==> src/rtl/riscv_lsu_axil_ctrl.sv <==
// ============================================================================
// Module   : riscv_lsu_axil_ctrl
// Purpose  : RISC-V load/store sequencer onto a 64-bit AXI-Lite master port.
//            Optional macro RISCV_LSU_MISALIGN_TRAP_EN traps misaligned access.
// Revision : 1.0 - initial release
// ============================================================================
`default_nettype none

module riscv_lsu_axil_ctrl #(
    parameter int DATA_WIDTH = 64,
    parameter int ADDR_WIDTH = 32,
    parameter int STRB_WIDTH = DATA_WIDTH / 8
) (
    input  logic                  i_clk,
    input  logic                  i_rst,
    input  logic                  i_req_valid,
    output logic                  o_req_ready,
    input  logic                  i_req_we,
    input  logic [ADDR_WIDTH-1:0] i_req_addr,
    input  logic [2:0]            i_req_width,
    input  logic [DATA_WIDTH-1:0] i_req_wdata,
    output logic                  o_rsp_valid,
    output logic [DATA_WIDTH-1:0] o_rsp_rdata,
    output logic                  o_rsp_err,
    output logic                  o_awvalid,
    input  logic                  i_awready,
    output logic [ADDR_WIDTH-1:0] o_awaddr,
    output logic                  o_wvalid,
    input  logic                  i_wready,
    output logic [DATA_WIDTH-1:0] o_wdata,
    output logic [STRB_WIDTH-1:0] o_wstrb,
    input  logic                  i_bvalid,
    output logic                  o_bready,
    input  logic [1:0]            i_bresp,
    output logic                  o_arvalid,
    input  logic                  i_arready,
    output logic [ADDR_WIDTH-1:0] o_araddr,
    input  logic                  i_rvalid,
    output logic                  o_rready,
    input  logic [DATA_WIDTH-1:0] i_rdata,
    input  logic [1:0]            i_rresp
);

    typedef enum logic [2:0] {
        S_IDLE    = 3'd0,
        S_WR      = 3'd1,
        S_WR_RESP = 3'd2,
        S_RD_ADDR = 3'd3,
        S_RD_DATA = 3'd4,
        S_DONE    = 3'd5
    } state_t;

    state_t                  state_q, state_d;
    logic [2:0]              addr_lo_q;
    logic [2:0]              width_q;
    logic [ADDR_WIDTH-1:0]   baddr_q;
    logic [DATA_WIDTH-1:0]   wdata_q;
    logic [STRB_WIDTH-1:0]   wstrb_q;
    logic                    aw_done_q, aw_done_d;
    logic                    w_done_q, w_done_d;
    logic                    trap_q, trap_d;
    logic [DATA_WIDTH-1:0]   rsp_rdata_q, rsp_rdata_d;
    logic                    rsp_err_q, rsp_err_d;
    logic                    latch_req;

    logic [STRB_WIDTH-1:0]   lane_strb;
    logic [DATA_WIDTH-1:0]   lane_data;
    logic                    misalign;
    logic [DATA_WIDTH-1:0]   rd_shift;
    logic [DATA_WIDTH-1:0]   rd_ext;

    // Store lane placement, computed from the request so it can be registered at accept
    always_comb begin
        lane_strb = '1;
        lane_data = i_req_wdata;
        case (i_req_width[1:0])
            2'd0: begin
                lane_strb = 8'h01 << i_req_addr[2:0];
                lane_data = {8{i_req_wdata[7:0]}};
            end
            2'd1: begin
                lane_strb = 8'h03 << {i_req_addr[2:1], 1'b0};
                lane_data = {4{i_req_wdata[15:0]}};
            end
            2'd2: begin
                lane_strb = 8'h0F << {i_req_addr[2], 2'b00};
                lane_data = {2{i_req_wdata[31:0]}};
            end
            default: begin
                lane_strb = '1;
                lane_data = i_req_wdata;
            end
        endcase
    end

`ifdef RISCV_LSU_MISALIGN_TRAP_EN
    always_comb begin
        misalign = 1'b0;
        case (i_req_width[1:0])
            2'd1:    misalign = i_req_addr[0];
            2'd2:    misalign = |i_req_addr[1:0];
            2'd3:    misalign = |i_req_addr[2:0];
            default: misalign = 1'b0;
        endcase
    end
`else
    assign misalign = 1'b0;
`endif

    // Load lane extraction: low address bits below natural alignment are dropped
    always_comb begin
        rd_shift = i_rdata;
        rd_ext   = i_rdata;
        case (width_q[1:0])
            2'd0: begin
                rd_shift = i_rdata >> {addr_lo_q, 3'b000};
                rd_ext   = width_q[2] ? {56'd0, rd_shift[7:0]}
                                      : {{56{rd_shift[7]}}, rd_shift[7:0]};
            end
            2'd1: begin
                rd_shift = i_rdata >> {addr_lo_q[2:1], 4'b0000};
                rd_ext   = width_q[2] ? {48'd0, rd_shift[15:0]}
                                      : {{48{rd_shift[15]}}, rd_shift[15:0]};
            end
            2'd2: begin
                rd_shift = i_rdata >> {addr_lo_q[2], 5'b00000};
                rd_ext   = width_q[2] ? {32'd0, rd_shift[31:0]}
                                      : {{32{rd_shift[31]}}, rd_shift[31:0]};
            end
            default: begin
                rd_shift = i_rdata;
                rd_ext   = i_rdata;
            end
        endcase
    end

    always_comb begin
        state_d     = state_q;
        aw_done_d   = aw_done_q;
        w_done_d    = w_done_q;
        trap_d      = trap_q;
        rsp_rdata_d = rsp_rdata_q;
        rsp_err_d   = rsp_err_q;
        latch_req   = 1'b0;
        case (state_q)
            S_IDLE: begin
                if (i_req_valid) begin
                    latch_req = 1'b1;
                    aw_done_d = 1'b0;
                    w_done_d  = 1'b0;
                    if (misalign) begin
                        trap_d  = 1'b1;
                        state_d = S_DONE;
                    end else if (i_req_we) begin
                        state_d = S_WR;
                    end else begin
                        state_d = S_RD_ADDR;
                    end
                end
            end
            S_WR: begin
                aw_done_d = aw_done_q | i_awready;
                w_done_d  = w_done_q | i_wready;
                if (aw_done_d && w_done_d) begin
                    state_d = S_WR_RESP;
                end
            end
            S_WR_RESP: begin
                if (i_bvalid) begin
                    rsp_err_d   = |i_bresp;
                    rsp_rdata_d = '0;
                    state_d     = S_DONE;
                end
            end
            S_RD_ADDR: begin
                if (i_arready) begin
                    state_d = S_RD_DATA;
                end
            end
            S_RD_DATA: begin
                if (i_rvalid) begin
                    rsp_err_d   = |i_rresp;
                    rsp_rdata_d = (|i_rresp) ? '0 : rd_ext;
                    state_d     = S_DONE;
                end
            end
            S_DONE: begin
                // A trapped access spends one silent cycle here before responding
                if (trap_q) begin
                    trap_d      = 1'b0;
                    rsp_err_d   = 1'b1;
                    rsp_rdata_d = '0;
                end else begin
                    state_d = S_IDLE;
                end
            end
            default: state_d = S_IDLE;
        endcase
    end

    always_ff @(posedge i_clk) begin
        if (i_rst) begin
            state_q     <= S_IDLE;
            addr_lo_q   <= '0;
            width_q     <= '0;
            baddr_q     <= '0;
            wdata_q     <= '0;
            wstrb_q     <= '0;
            aw_done_q   <= 1'b0;
            w_done_q    <= 1'b0;
            trap_q      <= 1'b0;
            rsp_rdata_q <= '0;
            rsp_err_q   <= 1'b0;
        end else begin
            state_q     <= state_d;
            aw_done_q   <= aw_done_d;
            w_done_q    <= w_done_d;
            trap_q      <= trap_d;
            rsp_rdata_q <= rsp_rdata_d;
            rsp_err_q   <= rsp_err_d;
            if (latch_req) begin
                addr_lo_q <= i_req_addr[2:0];
                width_q   <= i_req_width;
                baddr_q   <= {i_req_addr[ADDR_WIDTH-1:3], 3'b000};
                wdata_q   <= lane_data;
                wstrb_q   <= lane_strb;
            end
        end
    end

    assign o_req_ready = (state_q == S_IDLE);
    assign o_awvalid   = (state_q == S_WR) && !aw_done_q;
    assign o_wvalid    = (state_q == S_WR) && !w_done_q;
    assign o_bready    = (state_q == S_WR_RESP);
    assign o_arvalid   = (state_q == S_RD_ADDR);
    assign o_rready    = (state_q == S_RD_DATA);
    assign o_rsp_valid = (state_q == S_DONE) && !trap_q;
    assign o_rsp_rdata = rsp_rdata_q;
    assign o_rsp_err   = rsp_err_q;
    assign o_awaddr    = baddr_q;
    assign o_araddr    = baddr_q;
    assign o_wdata     = wdata_q;
    assign o_wstrb     = wstrb_q;

endmodule

`default_nettype wire

==> config.mk <==
export PLATFORM = sky130hd
export DESIGN_NAME = riscv_lsu_axil_ctrl
export DESIGN_NICKNAME = d
export VERILOG_FILES = /design/src/rtl/riscv_lsu_axil_ctrl.sv
export SDC_FILE = /design/constraint.sdc
export NUM_CORES = 1
export LEC_CHECK = 0
export BUFFER_PORTS_ARGS = -buffer_cell sky130_fd_sc_hd__buf_2
export CAP_MARGIN = 5
export CORE_AREA = 2 2 149 151
export CTS_CLUSTER_DIAMETER = 30
export DETAILED_ROUTE_END_ITERATION = 10
export DIE_AREA = 0 0 151 153
export PLACE_DENSITY = 0.75
export SLEW_MARGIN = 20
export SYNTH_ARGS = -nofsm -noshare
export SYNTH_HDL_FRONTEND = slang
export SYNTH_SLANG_ARGS = --single-unit
==> constraint.sdc <==
create_clock -name i_clk -period 5.6 [get_ports i_clk]
set_input_delay 1.12 -clock i_clk [delete_from_list [all_inputs] [get_ports i_clk]]
set_output_delay 1.12 -clock i_clk [all_outputs]
set_load 0.01 [all_outputs]
# [After elaboration in Yosys (flattened, before gate mapping)]
# Cells that the tools add are included.
# W data, S select, Z words.
[totals] regBits=177 input_bits=176 output_inout_bits=208 wordCells=73
[classes] eq_ne=14 n_shift=6 n_mux=25 bitwise_logic=3 n_reduce_logical=15
[op_table] op="$mux W64" n=6
[op_table] op="$pmux W64 S3" n=2
[op_table] op="$pmux W64 S2" n=1
[op_table] op="$shr A64 B6 Y16" n=1
[op_table] op="$shr A64 B6 Y32" n=1
[op_table] op="$shr A64 B6 Y8" n=1
[op_table] op="$pmux W8 S3" n=1
[op_table] op="$mux W3" n=5
[op_table] op="$pmux W3 S5" n=1
[op_table] op="$ne A2 B2 Y1 const B" n=4
[op_table] op="$shl A1 B3 Y8 const A" n=1
[op_table] op="$shl A2 B3 Y8 const A" n=1
[op_table] op="$shl A4 B3 Y8 const A" n=1
[op_table] op="$eq A3 B2 Y1 const B" n=2
[op_table] op="$eq A3 B3 Y1 const B" n=2
[op_table] op="$pmux W1 S2" n=3
[op_table] op="$mux W1" n=5
[op_table] op="$reduce_and A5 Y1" n=1
[op_table] op="$eq A2 B1 Y1 const B" n=2
[op_table] op="$eq A2 B2 Y1 const B" n=2
[op_table] op="$logic_not A2 Y1" n=2
[op_table] op="$reduce_and A4 Y1" n=1
[op_table] op="$reduce_or A2 Y1" n=2
[op_table] op="$eq A3 B1 Y1 const B" n=1
[op_table] op="10 further kinds" n=14

# [Depth between registers and ports, before layout]
# Gate-level depths: netlist of run 1.
[logic_depth] word_depth=6 ltp_mapped=8 ltp_nobuf=5

# [Worst setup path before layout of run 1]
# Ideal clock, no wire load.
[synth_timing] path_type="input-to-reg" startpoint="input port i_req_width[1]" endpoint="register wdata_q[58], in the netlist o_wdata[58]" setup_time_ns=0.132 arrival_time_ns=2.426 slack_ns=3.042 stages=6 cell_sequence="clkbuf_1 buf_2 buf_2 mux4_2 nor2_1 nor3_1"
[synth_via] elab_chain_cells=2 word_cells_on_any_way=4 classes_between="eq/ne: 2; mux: 1; reduce/logical: 1"
[synth_rtl] element="start, declared" line="20" source="input logic [2:0] i_req_width,"
[synth_rtl] element="$eq A2 B2 Y1, or another cell as far along" line="76" source="case (i_req_width[1:0])"
[synth_rtl] element="$pmux W64 S3 *" line="76"
[synth_rtl] element="end signal, assigned" line="225" source="wdata_q <= lane_data;"
[synth_rtl] element="end, declared" line="57" source="logic [DATA_WIDTH-1:0] wdata_q;"
# Every way passes the cells marked *; elsewhere a longest branch is shown, timed or not.
# A chain may end at the register's enable or synchronous reset.

# [Worst setup path after layout of run 1]
[layout_timing] startpoint="input port i_rdata[39]" endpoint="register rsp_rdata_q[32], in the netlist o_rsp_rdata[32]"
[layout_via] elab_chain_cells=6
[layout_rtl] element="start, declared" line="40" source="input logic [DATA_WIDTH-1:0] i_rdata,"
[layout_rtl] element="$shr A64 B6 Y8" line="116" source="rd_shift = i_rdata >> {addr_lo_q, 3'b000};"
[layout_rtl] element="$mux W64" line="117" source="rd_ext = width_q[2] ? {56'd0, rd_shift[7:0]}"
[layout_rtl] element="$pmux W64 S3" line="114" source="case (width_q[1:0])"
[layout_rtl] element="$mux W64" line="183" source="rsp_rdata_d = (|i_rresp) ? '0 : rd_ext;"
[layout_rtl] element="$mux W64" line="181" source="if (i_rvalid) begin"
[layout_rtl] element="$pmux W64 S2" line="145" source="case (state_q)"
[layout_rtl] element="end signal, assigned" line="219" source="rsp_rdata_q <= rsp_rdata_d;"
[layout_rtl] element="end, declared" line="62" source="logic [DATA_WIDTH-1:0] rsp_rdata_q, rsp_rdata_d;"
# Every way passes these cells. The select of a mux whose other input is x is not followed.

==> out/results.tsv, run 1 <==
stage	metric	value	unit
worst_hold_path	hp-start	o_rsp_rdata[48]	
run	cap_viol_max_count	0	
timing	finalCritPeriodShare	55.90	%
setup_path	critPathLaunchType	input pin	
yosys	synth_edf_count	0	
setup_path	r2r.worst_path.cells	7	
detailed_routing	drtIter0Drc	569	
yosys	synth_cell_types	46	
yosys	synth_top_area_share	40.81	%
timing	max_freq	319.4	MHz
worst_hold_path	min_path_type	reg2reg	
layout	final_common_cell	buf_2	
clock_tree	clk_pin_slew_worst_paths	0.07	ns
timing	relSlewSlack	26.25	%
setup_path	cp_max_fo	25	
yosys	ys_seq_area_share	40.81	%
die	core-area	21490	µm²
layout	multi_input_area	4531	µm²
detailed_routing	via_per_inst	5.460	
pwr	total_power	3.660	mW
detailed_routing	antenna_left	0	
timing	rsz0062_at_grt	false	
clock_tree	ctsLongestPathBuffers	2	
clock_tree	cts_setup_buffers	0	
yosys	synth-main-ff-cell	dfxtp_1	
grt	grt_pass1_vias	8357	
timing	hold_viol	0	
detailed_routing	wl_per_cell	17.82	µm
detailed_routing	firstDrtPassIters	5	
setup_path	crit_required	5.91	ns
place	port_buffers	377	
grt	grt_max_degree	88	
detailed_routing	route.vias.total	9118	
timing	max_slew.worst_pin.slew	1.102	ns
timing	slew_violations	0	
setup_path	rr_endpoint	o_rsp_rdata[32]	
place	gp_congestion	0.9043	
clock_tree	cts_tree	built	
pwr	powerDensity	330.7	nW/µm²
place	post-dp-hpwl	21780	µm
layout	fin_nets	1551	
timing	finClkSkew	0.01350	ns
clock_tree	cts_resized	0	
yosys	ys_ff_latch	177	
setup_path	worst_setup_path_end_kind	flop	
setup_path	rr_startpoint	addr_lo_q[1]	
die	die_h	153	µm
pwr	p_leak	5.045	nW
clock_tree	cts-buffers-inserted	17	
layout	syn_to_final_growth	27.45	%
die	die_x	151	µm
setup_path	crit_type	in2reg	
timing	period_needed	3.131	ns
yosys	async_reset_ff_share	0	%
yosys	netlist_instances	1083	
grt	grt_pass1_wl	45220	µm
timing	setup_viol	0	
clock_tree	insertion_delay	0.43	ns
yosys	synth.avg_cell_area	8.017	µm²
yosys	ys_warn_count	0	
yosys	syn_area	8682	µm²
die	rows	54	
pwr	peakVddDrop	0.1876	mV
timing	setup_tns	0	ns
clock_tree	postCtsHoldBufs	0	
grt	antenna_found_initial	1	
grt	grt_usage	24.80	%
setup_path	r2r_slack	2.60	ns
detailed_routing	drc	0	
grt	gr-total-overflow	0	
layout	area.sequential	3545	µm²
die	start_util	40.41	%
worst_hold_path	min_delay_path_depth	2	
setup_path	critical_path_arrival	3.44	ns
clock_tree	htreeDepth	4	
layout	mostFrequentLayoutCells	buf_2 (376), nand2_1 (189), nor2_1 (179), dfxtp_1 (176), a21oi_1 (88)	
clock_tree	clock-sinks	177	
worst_hold_path	min_to	o_rsp_rdata[48]	
detailed_routing	wirelength	29760	µm
layout	fill_cells	2064	
die	dieArea	23100	µm²
die	ios	384	
clock_tree	cts_root_buf	clkbuf_16	
yosys	synth_largest_area_cell	dfxtp_1	
layout	layout-drive-gt1-share	33.43	%
yosys	netlist_top_cells_area	dfxtp_1 (41%), nand2_1 (8.3%), nor2_1 (7.8%), mux2i_1 (6.5%), a21oi_1 (5.1%)	
status	outcome	complete, no violations	
## worst max path at each step
stage / start / slack, ns / endpoint / cells past startpoint
finish: i_rdata[39] / 2.47 / o_rsp_rdata[32] / 8
global route: i_rdata[39] / 2.39 / o_rsp_rdata[32] / 8
CTS: i_rdata[39] / 2.51 / o_rsp_rdata[32] / 8
detailed placement: i_rdata[39] / 2.06 / o_rsp_rdata[32] / 8
global placement: i_rdata[39] / 2.14 / o_rsp_rdata[32] / 8
floorplan: i_req_width[1] / 3.04 / o_wdata[58] / 6
## synth_stat cells, types with 6 or more instances
| library cell | number |
|---|---|
| buf_4 | 36 |
| o21ai_1 | 41 |
| o221ai_1 | 17 |
| mux2i_1 | 56 |
| nand2_1 | 191 |
| buf_1 | 6 |
| nor2_1 | 180 |
| a22oi_1 | 9 |
| o211ai_1 | 6 |
| o311a_1 | 6 |
| a311oi_1 | 8 |
| mux2_2 | 9 |
| o32ai_1 | 8 |
| mux4_2 | 16 |
| clkbuf_1 | 64 |
| nor3_1 | 38 |
| buf_2 | 14 |
| dfxtp_1 | 177 |
| a211oi_1 | 26 |
| a21oi_1 | 88 |
| o21ai_0 | 36 |
| nand2b_1 | 7 |
## stage by stage
step                      instance area [µm²]  hold slack (ns)  utilization (%)  worst slack [ns]  cells
after floorplan                          8701           0.4709                -             3.042   1088
after global placement                  10440           0.4302            48.61             2.138   1636
after detailed placement                10440           0.4375            48.61             2.057   1636
after CTS                               11060           0.4473            51.48             2.514   1668
after global routing                    11060           0.4628            51.48             2.389   1668
final                                   11070           0.4443            51.50             2.469   1670
## cells by family (layout without fill, tap and decap cells)
family                 after synthesis  count (layout)  share of synthesized area, %
flip-flops                         177             177                         40.81
AO/OA/AOI/OAI                      265             265                         19.61
AND/OR/NAND/NOR                    432             432                         20.33
multiplexers                        81              81                         11.77
buffers and inverters              127             427                         7.422
other                                1               8                       0.04319
## final cells by class
class	count	share of cell area (%)
multi-input cells	784	40.94
flip-flops and latches	177	32.03
repair buffers	390	18.07
clock buffers	17	3.844
well taps	280	3.166
clock inverters	15	1.730
inverters	5	0.1696
diodes	2	0.04523
## sequential cells by signal, indices dropped and copies added, names as in the netlist
name / flops
o_rsp_rdata: 64
o_wdata: 64
o_araddr: 29
o_wstrb: 8
addr_lo_q: 3
state_q: 3
width_q: 3
aw_done_q: 1
o_rsp_err: 1
w_done_q: 1
## worst max-delay path, stage by stage
cell and delay [ns]:
buf_2 0.13, nor2b_1 0.14, a2111oi_2 0.54, nor4_4 0.09
buf_4 0.24, o31ai_4 0.71, buf_4 0.34, o21ai_0 0.12
## layer usage
metal | up-vias | GRT usage, % | wire length (µm)
met5 | - | 0 | 0
met4 | 0 | 10.81 | 1169
met3 | 60 | 6.119 | 2766
met2 | 495 | 42.34 | 14410
met1 | 4234 | 29.36 | 11420
li1 | 4329 | - | -
## power by group
group	switching, mW	internal (mW)
Sequential	0.0947	1.38
Clock	0.599	0.646
Combinational	0.573	0.369
Total	1.27	2.39
(Power assumes the default switching activity.)
==> run 2: changes to the inputs <==
Settings changed: CORE_AREA 2 2 149 151 to 2 2 150 152, DIE_AREA 0 0 151 153 to 0 0 152 154, PLACE_DENSITY 0.75 to 0.77.
Clock period 5.6 ns to 2.8 ns, I/O delays scaled along.
==> run 2 against run 1 <==
Net effect:
- utilization about the same
- critical path type is now reg2reg
- setup slack got worse by 2.0 ns
- via count decreased by 0.42%
- hold slack got worse by 0.085 ns
- sequential power increased by 100%
- sequential share of layout area decreased by 0.31 points
- clock power increased by 99%
==> out/results.tsv, run 2 (synthesis results as in run 1) <==
stage	metric	value	unit	change
setup_path	rr_endpoint	o_rsp_rdata[4]		
worst_hold_path	min_to	o_araddr[24]		
layout	mostFrequentLayoutCells	buf_2 (376), nand2_1 (189), nor2_1 (179), dfxtp_1 (176), a21oi_1 (88)		
die	rows	54		unchanged
pwr	p_leak	5.110	nW	+1.3%
pwr	powerDensity	657.1	nW/µm²	+99%
clock_tree	insertion_delay	0.44	ns	about the same
clock_tree	cts_resized	0		unchanged
grt	grt_pass1_wl	46290	µm	+2.4%
run	cap_viol_max_count	0		unchanged
timing	period_needed	2.314	ns	
clock_tree	cts_setup_buffers	0		unchanged
clock_tree	cts-buffers-inserted	17		unchanged
clock_tree	clk_pin_slew_worst_paths	0.08	ns	about the same
timing	relSlewSlack	47.15	%	+21 points
setup_path	crit_required	3.15	ns	-2.76 ns
die	core-area	21690	µm²	+0.94%
layout	fin_nets	1561		+0.64%
timing	max_freq	432.1	MHz	
die	start_util	40.03	%	-0.38 points
clock_tree	htreeDepth	4		unchanged
setup_path	worst_setup_path_end_kind	flop		
clock_tree	cts_tree	built		
detailed_routing	wl_per_cell	17.53	µm	-1.6%
setup_path	crit_family	simple AND/OR/NAND/NOR gates		
pwr	peakVddDrop	0.3492	mV	+86%
layout	layout-drive-gt1-share	33.91	%	+0.48 points
clock_tree	ctsLongestPathBuffers	2		unchanged
worst_hold_path	min_path_type	in2reg		
timing	finClkSkew	0.01472	ns	+0.001217 ns
clock_tree	clock-sinks	177		unchanged
place	gp_congestion	0.8873		-1.9%
setup_path	r2r.worst_path.cells	6		-1
timing	max_slew.worst_pin.slew	0.7928	ns	-0.3097 ns
setup_path	critical-path-slowest-cell	nor3b_2		
grt	grt_max_degree	76		-14%
setup_path	cp_max_fo	19		-24%
place	post-dp-hpwl	21910	µm	+0.56%
detailed_routing	route.vias.total	9080		-0.42%
setup_path	r2r_slack	0.49	ns	-2.11 ns
detailed_routing	drc	0		unchanged
worst_hold_path	min_delay_path_depth	3		+1
die	ios	384		unchanged
die	die_h	154	µm	+0.65%
detailed_routing	drtIter0Drc	550		-3.3%
setup_path	path_buf_inv	1		-2
place	pre_cts_slack	0.4472	ns	-1.610 ns
grt	grt_pass1_vias	8643		+3.4%
timing	setup_tns	0	ns	unchanged
detailed_routing	via_per_inst	5.411		-0.89%
grt	antenna_found_initial	2		+1
grt	grt_usage	24.34	%	-0.47 points
place	port_buffers	377		unchanged
clock_tree	postCtsHoldBufs	0		unchanged
setup_path	rr_startpoint	state_q[0]		
timing	hold_viol	0		unchanged
timing	layout_setup_ws	0.4860	ns	-1.983 ns
die	dieArea	23410	µm²	+1.3%
setup_path	cp_cell_sequence	nor3b_4, nand2_1, nor3b_2, buf_4, o221ai_1, o21ai_0		
worst_hold_path	hp-start	i_req_addr[24]		
setup_path	slowest_delay	0.52	ns	-0.19 ns
setup_path	critPathLaunchType	flop		
status	outcome	complete, no violations		
die	die_x	152	µm	+0.66%
grt	gr-total-overflow	0		unchanged
layout	fin_area	11170	µm²	+0.98%
clock_tree	cts_root_buf	clkbuf_16		
detailed_routing	wirelength	29420	µm	-1.1%
setup_path	crit_type	reg2reg		
layout	final_common_cell	buf_2		
timing	slew_violations	0		unchanged
timing	rsz0062_at_grt	false		
detailed_routing	antenna_left	0		unchanged
place	place_area	10560	µm²	+1.1%
layout	antenna_cells	0		-2
setup_path	critical_path_arrival	2.67	ns	-0.77 ns
timing	setup_viol	0		unchanged
layout	syn_to_final_growth	28.71	%	
timing	finalCritPeriodShare	82.64	%	
detailed_routing	firstDrtPassIters	8		+3
## run 2: cell types whose count changed in the layout (fill, tap and decap cells not counted)
| cell | change |
|---|---|
| buf_4 | +7 |
| inv_6 | +1 |
| diode_2 | -2 |
| clkinvlp_4 | -1 |
| buf_12 | +3 |
## run 2: worst max-delay path by stage
stage	start	end	cells after the start
after floorplan	i_req_width[1]	o_wdata[58]	6
after global placement	i_rdata[39]	o_rsp_rdata[63]	7
after detailed placement	i_rdata[39]	o_rsp_rdata[63]	7
after CTS	state_q[0]	o_rsp_rdata[4]	6
after global routing	addr_lo_q[1]	o_rsp_rdata[11]	7
final	state_q[0]	o_rsp_rdata[4]	6
## run 2: worst reg2reg max path, delay by kind of cell (launching register included)
kind | cells | cell delay (ns)
AO/OA/AOI/OAI | 2 | 0.35
buffers and inverters | 1 | 0.34
AND/OR/NAND/NOR | 3 | 1.08
flip-flops | 1 | 0.46
## run 2: cell type report
class	count	area, µm²
clock buffer	17	425.4
clock inverter	15	192.7
fill	2071	10510
inverter	5	18.77
multi-input combinational	784	4531
sequential	177	3545
tap	280	350.3
timing repair buffer	400	2112
## run 2: metal layers
layer / wire [µm] / track usage [%]
met5: 23 / 0
met4: 1527 / 13.35
met3: 2427 / 6.116
met2: 14120 / 40.41
met1: 11320 / 28.93
## run 2: report_power, final
group          internal (mW)  switching (mW)  total, mW
combinational          0.767            1.14       1.91
clock                   1.30            1.19       2.49
sequential              2.76           0.186       2.94
## run 2: per-stage QoR
step	util [%]	hold slack, ns	std cells	power (mW)
floorplan	-	0.4709	1088	4.210
finish	51.52	0.3595	1678	7.343
CTS	51.52	0.3392	1678	7.396
global route	51.52	0.3430	1678	7.713
global placement	48.67	0.4304	1646	4.868
detailed placement	48.67	0.4351	1646	4.902
==> run 3: changes to the inputs <==
Settings changed: ABC_AREA set to 1, PLACE_DENSITY 0.77 to 0.78.
Clock period 2.8 ns to 2.3 ns, I/O delays scaled along.
==> run 3 against run 2 <==
Net effect:
- maximum frequency grew 9.9%
- cell area grew 5.7%
- largest cell class unchanged
- global-route usage is 4.6 points higher
==> out/results.tsv, run 3 <==
stage	metric	value	unit	change
timing	slew_violations	0		unchanged
yosys	synth_common_cells	nand2_1 (405), a21oi_1 (217), dfxtp_1 (177), nor2_1 (113), o21ai_0 (101)		
yosys	ys_ff_latch	177		unchanged
yosys	ys_seq_area_share	37.81	%	-3.0 points
detailed_routing	via_per_inst	5.374		-0.69%
grt	grt_pass1_wl	54250	µm	+17%
yosys	synth.avg_cell_area	6.568	µm²	-18%
setup_path	crit_family	simple AND/OR/NAND/NOR gates		
clock_tree	cts_setup_buffers	0		unchanged
clock_tree	cts-buffers-inserted	17		unchanged
setup_path	rr_endpoint	o_rsp_rdata[41]		
setup_path	crit_required	2.59	ns	-0.56 ns
clock_tree	cts_root_buf	clkbuf_16		
place	place_area	11170	µm²	+5.8%
clock_tree	htreeDepth	4		unchanged
timing	whs	0.2562	ns	-0.1034 ns
pwr	p_clk_share	24.6	%	-9.3 points
place	pre_cts_slack	0.1197	ns	-0.3275 ns
status	outcome	complete, no violations		
layout	layout-drive-gt1-share	27.60	%	-6.3 points
yosys	ys_warn_count	0		unchanged
setup_path	rr_startpoint	addr_lo_q[1]		
timing	setup_tns	0	ns	unchanged
clock_tree	cts_tree	built		
setup_path	path_buf_inv	2		+1
die	start_util	43.22	%	+3.2 points
run	cap_viol_max_count	0		unchanged
die	ios	384		unchanged
timing	max_slew.worst_pin.slew	0.7978	ns	+0.004984 ns
layout	mostFrequentLayoutCells	nand2_1 (402), buf_2 (376), a21oi_1 (217), dfxtp_1 (177), nor2_1 (113)		
detailed_routing	firstDrtPassIters	5		-3
clock_tree	insertion_delay	0.45	ns	about the same
grt	grt_pass1_vias	9960		+15%
clock_tree	clock-sinks	177		unchanged
detailed_routing	antenna_left	0		unchanged
setup_path	r2r.worst_path.cells	10		+4
worst_hold_path	hp-start	i_req_addr[8]		
yosys	synth_cell_types	31		-33%
yosys	synth_largest_area_cell	dfxtp_1		
worst_hold_path	min_delay_path_depth	3		unchanged
timing	finClkSkew	0.01693	ns	+0.002214 ns
layout	syn_to_final_growth	26.04	%	
layout	fin_nets	1895		+21%
layout	final_common_cell	nand2_1		
timing	relSlewSlack	46.81	%	-0.33 points
timing	rsz0062_at_grt	false		
layout	finalCoreUtilization	54.47	%	+2.9 points
yosys	netlist_top_cells_area	dfxtp_1 (38%), nand2_1 (16%), a21oi_1 (12%), o21ai_0 (5.4%), nor2_1 (4.5%)		
pwr	p_leak	5.705	nW	+12%
clock_tree	postCtsHoldBufs	0		unchanged
grt	gr-total-overflow	0		unchanged
timing	hold_viol	0		unchanged
detailed_routing	wl_per_cell	17.42	µm	-0.62%
clock_tree	ctsLongestPathBuffers	2		unchanged
layout	fill_cells	2174		+5.0%
grt	grt_max_degree	107		+41%
timing	max_freq	474.9	MHz	+9.9%
worst_hold_path	min_path_type	in2reg		
setup_path	worst_setup_path_end_kind	flop		
timing	layout_setup_ws	0.1941	ns	-0.2918 ns
clock_tree	cts_resized	0		unchanged
yosys	async_reset_ff_share	0	%	unchanged
grt	antenna_found_initial	4		+2
setup_path	critPathLaunchType	flop		
yosys	synth_edf_count	0		unchanged
setup_path	cp_max_fo	32		+13
yosys	synth_top_area_share	37.81	%	-3.0 points
detailed_routing	drtIter0Drc	963		+75%
setup_path	r2r_slack	0.19	ns	-0.29 ns
timing	period_needed	2.106	ns	-0.2082 ns
timing	finalCritPeriodShare	91.56	%	+8.9 points
setup_path	cp_cell_sequence	inv_4, nand2_1, nand3_1, nand3_1, nor2_1, nor2_2, nand3_2, buf_12, nand2_1, a21oi_1		
setup_path	crit_type	reg2reg		
worst_hold_path	min_to	o_araddr[8]		
place	dp_cells	1980		+20%
pwr	total_power	12.63	mW	+72%
place	post-dp-hpwl	25960	µm	+18%
yosys	synth_most_common_cell	nand2_1		
grt	grt_usage	28.89	%	+4.6 points
setup_path	critical_path_arrival	2.39	ns	-0.28 ns
yosys	synth-main-ff-cell	dfxtp_1		
setup_path	slowest_delay	0.51	ns	about the same
pwr	p_int	7.093	mW	+47%
place	gp_congestion	1.027		+16%
die	dieArea	23410	µm²	unchanged
place	port_buffers	377		unchanged
die	rows	54		unchanged
clock_tree	clk_pin_slew_worst_paths	0.08	ns	about the same
yosys	syn_area	9373	µm²	+8.0%
die	core-area	21690	µm²	unchanged
setup_path	critical-path-slowest-cell	nor2_2		
pwr	p_comb_share	43.7	%	+18 points
layout	layoutNonFillerInstCount	2015		+20%
detailed_routing	drc	0		unchanged
yosys	netlist_instances	1427		+32%
pwr	p_seq_share	31.7	%	-8.4 points
die	die_x	152	µm	unchanged
die	die_h	154	µm	unchanged
pwr	power_switching	5.535	mW	+120%
pwr	sw_frac_of_total	43.83	%	+9.5 points
detailed_routing	route.vias.total	10830		+19%
pwr	peakVddDrop	0.5541	mV	+59%
timing	setup_viol	0		unchanged
layout	fin_area	11810	µm²	+5.7%
detailed_routing	wirelength	35110	µm	+19%
pwr	powerDensity	1069	nW/µm²	+63%
## run 3: changes by cell type in the layout (fill, tap and decap cells not counted), moves of 33 or more
cell     before  now
inv_1         5   63
o21ai_1      41    8
o21ai_0      36  101
a21oi_1      88  217
mux2i_1      56    0
nor2_1      179  113
nand3_1       0   51
nand2_1     189  402
## run 3: logic make-up after synthesis
kind of cell / after synthesis / synth area share (%)
and+or+nand+nor: 659 / 29.11
buffers and inverters: 211 / 11.43
AOI/OAI and AO/OA: 379 / 21.61
DFF: 177 / 37.81
other: 1 / 0.04001
## run 3: layer usage
layer	routed length [µm]	vias up	part of all wire, %	global-route usage [%]
met2	16890	557	48	49.18
li1	-	5254	-	-
met5	11	-	0.031	0
met3	3049	92	8.7	6.849
met4	1493	2	4.3	12.11
met1	13660	4923	39	35.06
## run 3: power groups by stage
stage,Combinational (mW),Clock [mW],Sequential (mW)
4_1_cts,5.47,3.15,4.00
6_report,5.52,3.11,4.00
2_1_floorplan,3.55,0,4.24
3_3_place_gp,5.41,0,4.04
5_1_grt,6.04,3.28,4.06
3_5_place_dp,5.46,0,4.05
## run 3: worst max-delay path by stage
stage / startpoint / end / slack, ns / cells after the start
after floorplan: i_req_width[1] / o_wdata[42] / 0.69 / 6
after global placement: i_rdata[63] / o_rsp_rdata[51] / 0.19 / 10
after detailed placement: i_rdata[63] / o_rsp_rdata[49] / 0.12 / 10
after CTS: state_q[0] / o_awvalid / 0.21 / 6
after global routing: addr_lo_q[1] / o_rsp_rdata[36] / 0.02 / 10
final: addr_lo_q[1] / o_rsp_rdata[41] / 0.19 / 10
## run 3: layout make-up
type / instances / area [µm²] / area share, %
clock inverter: 15 / 210.2 / 1.779
tap: 280 / 350.3 / 2.965
timing repair buffer: 407 / 2218 / 18.78
multi-input combinational: 1044 / 4785 / 40.50
sequential: 177 / 3543 / 29.99
clock buffer: 17 / 425.4 / 3.601
antenna: 3 / 7.507 / 0.06355
inverter: 72 / 274.0 / 2.319
## run 3: worst reg2reg max path, stage by stage, from the launching register on
cell	delay, ns
dfxtp_1	0.42
inv_4	0.11
nand2_1	0.07
nand3_1	0.08
nand3_1	0.13
nor2_1	0.08
nor2_2	0.51
nand3_2	0.19
buf_12	0.22
nand2_1	0.09
a21oi_1	0.06
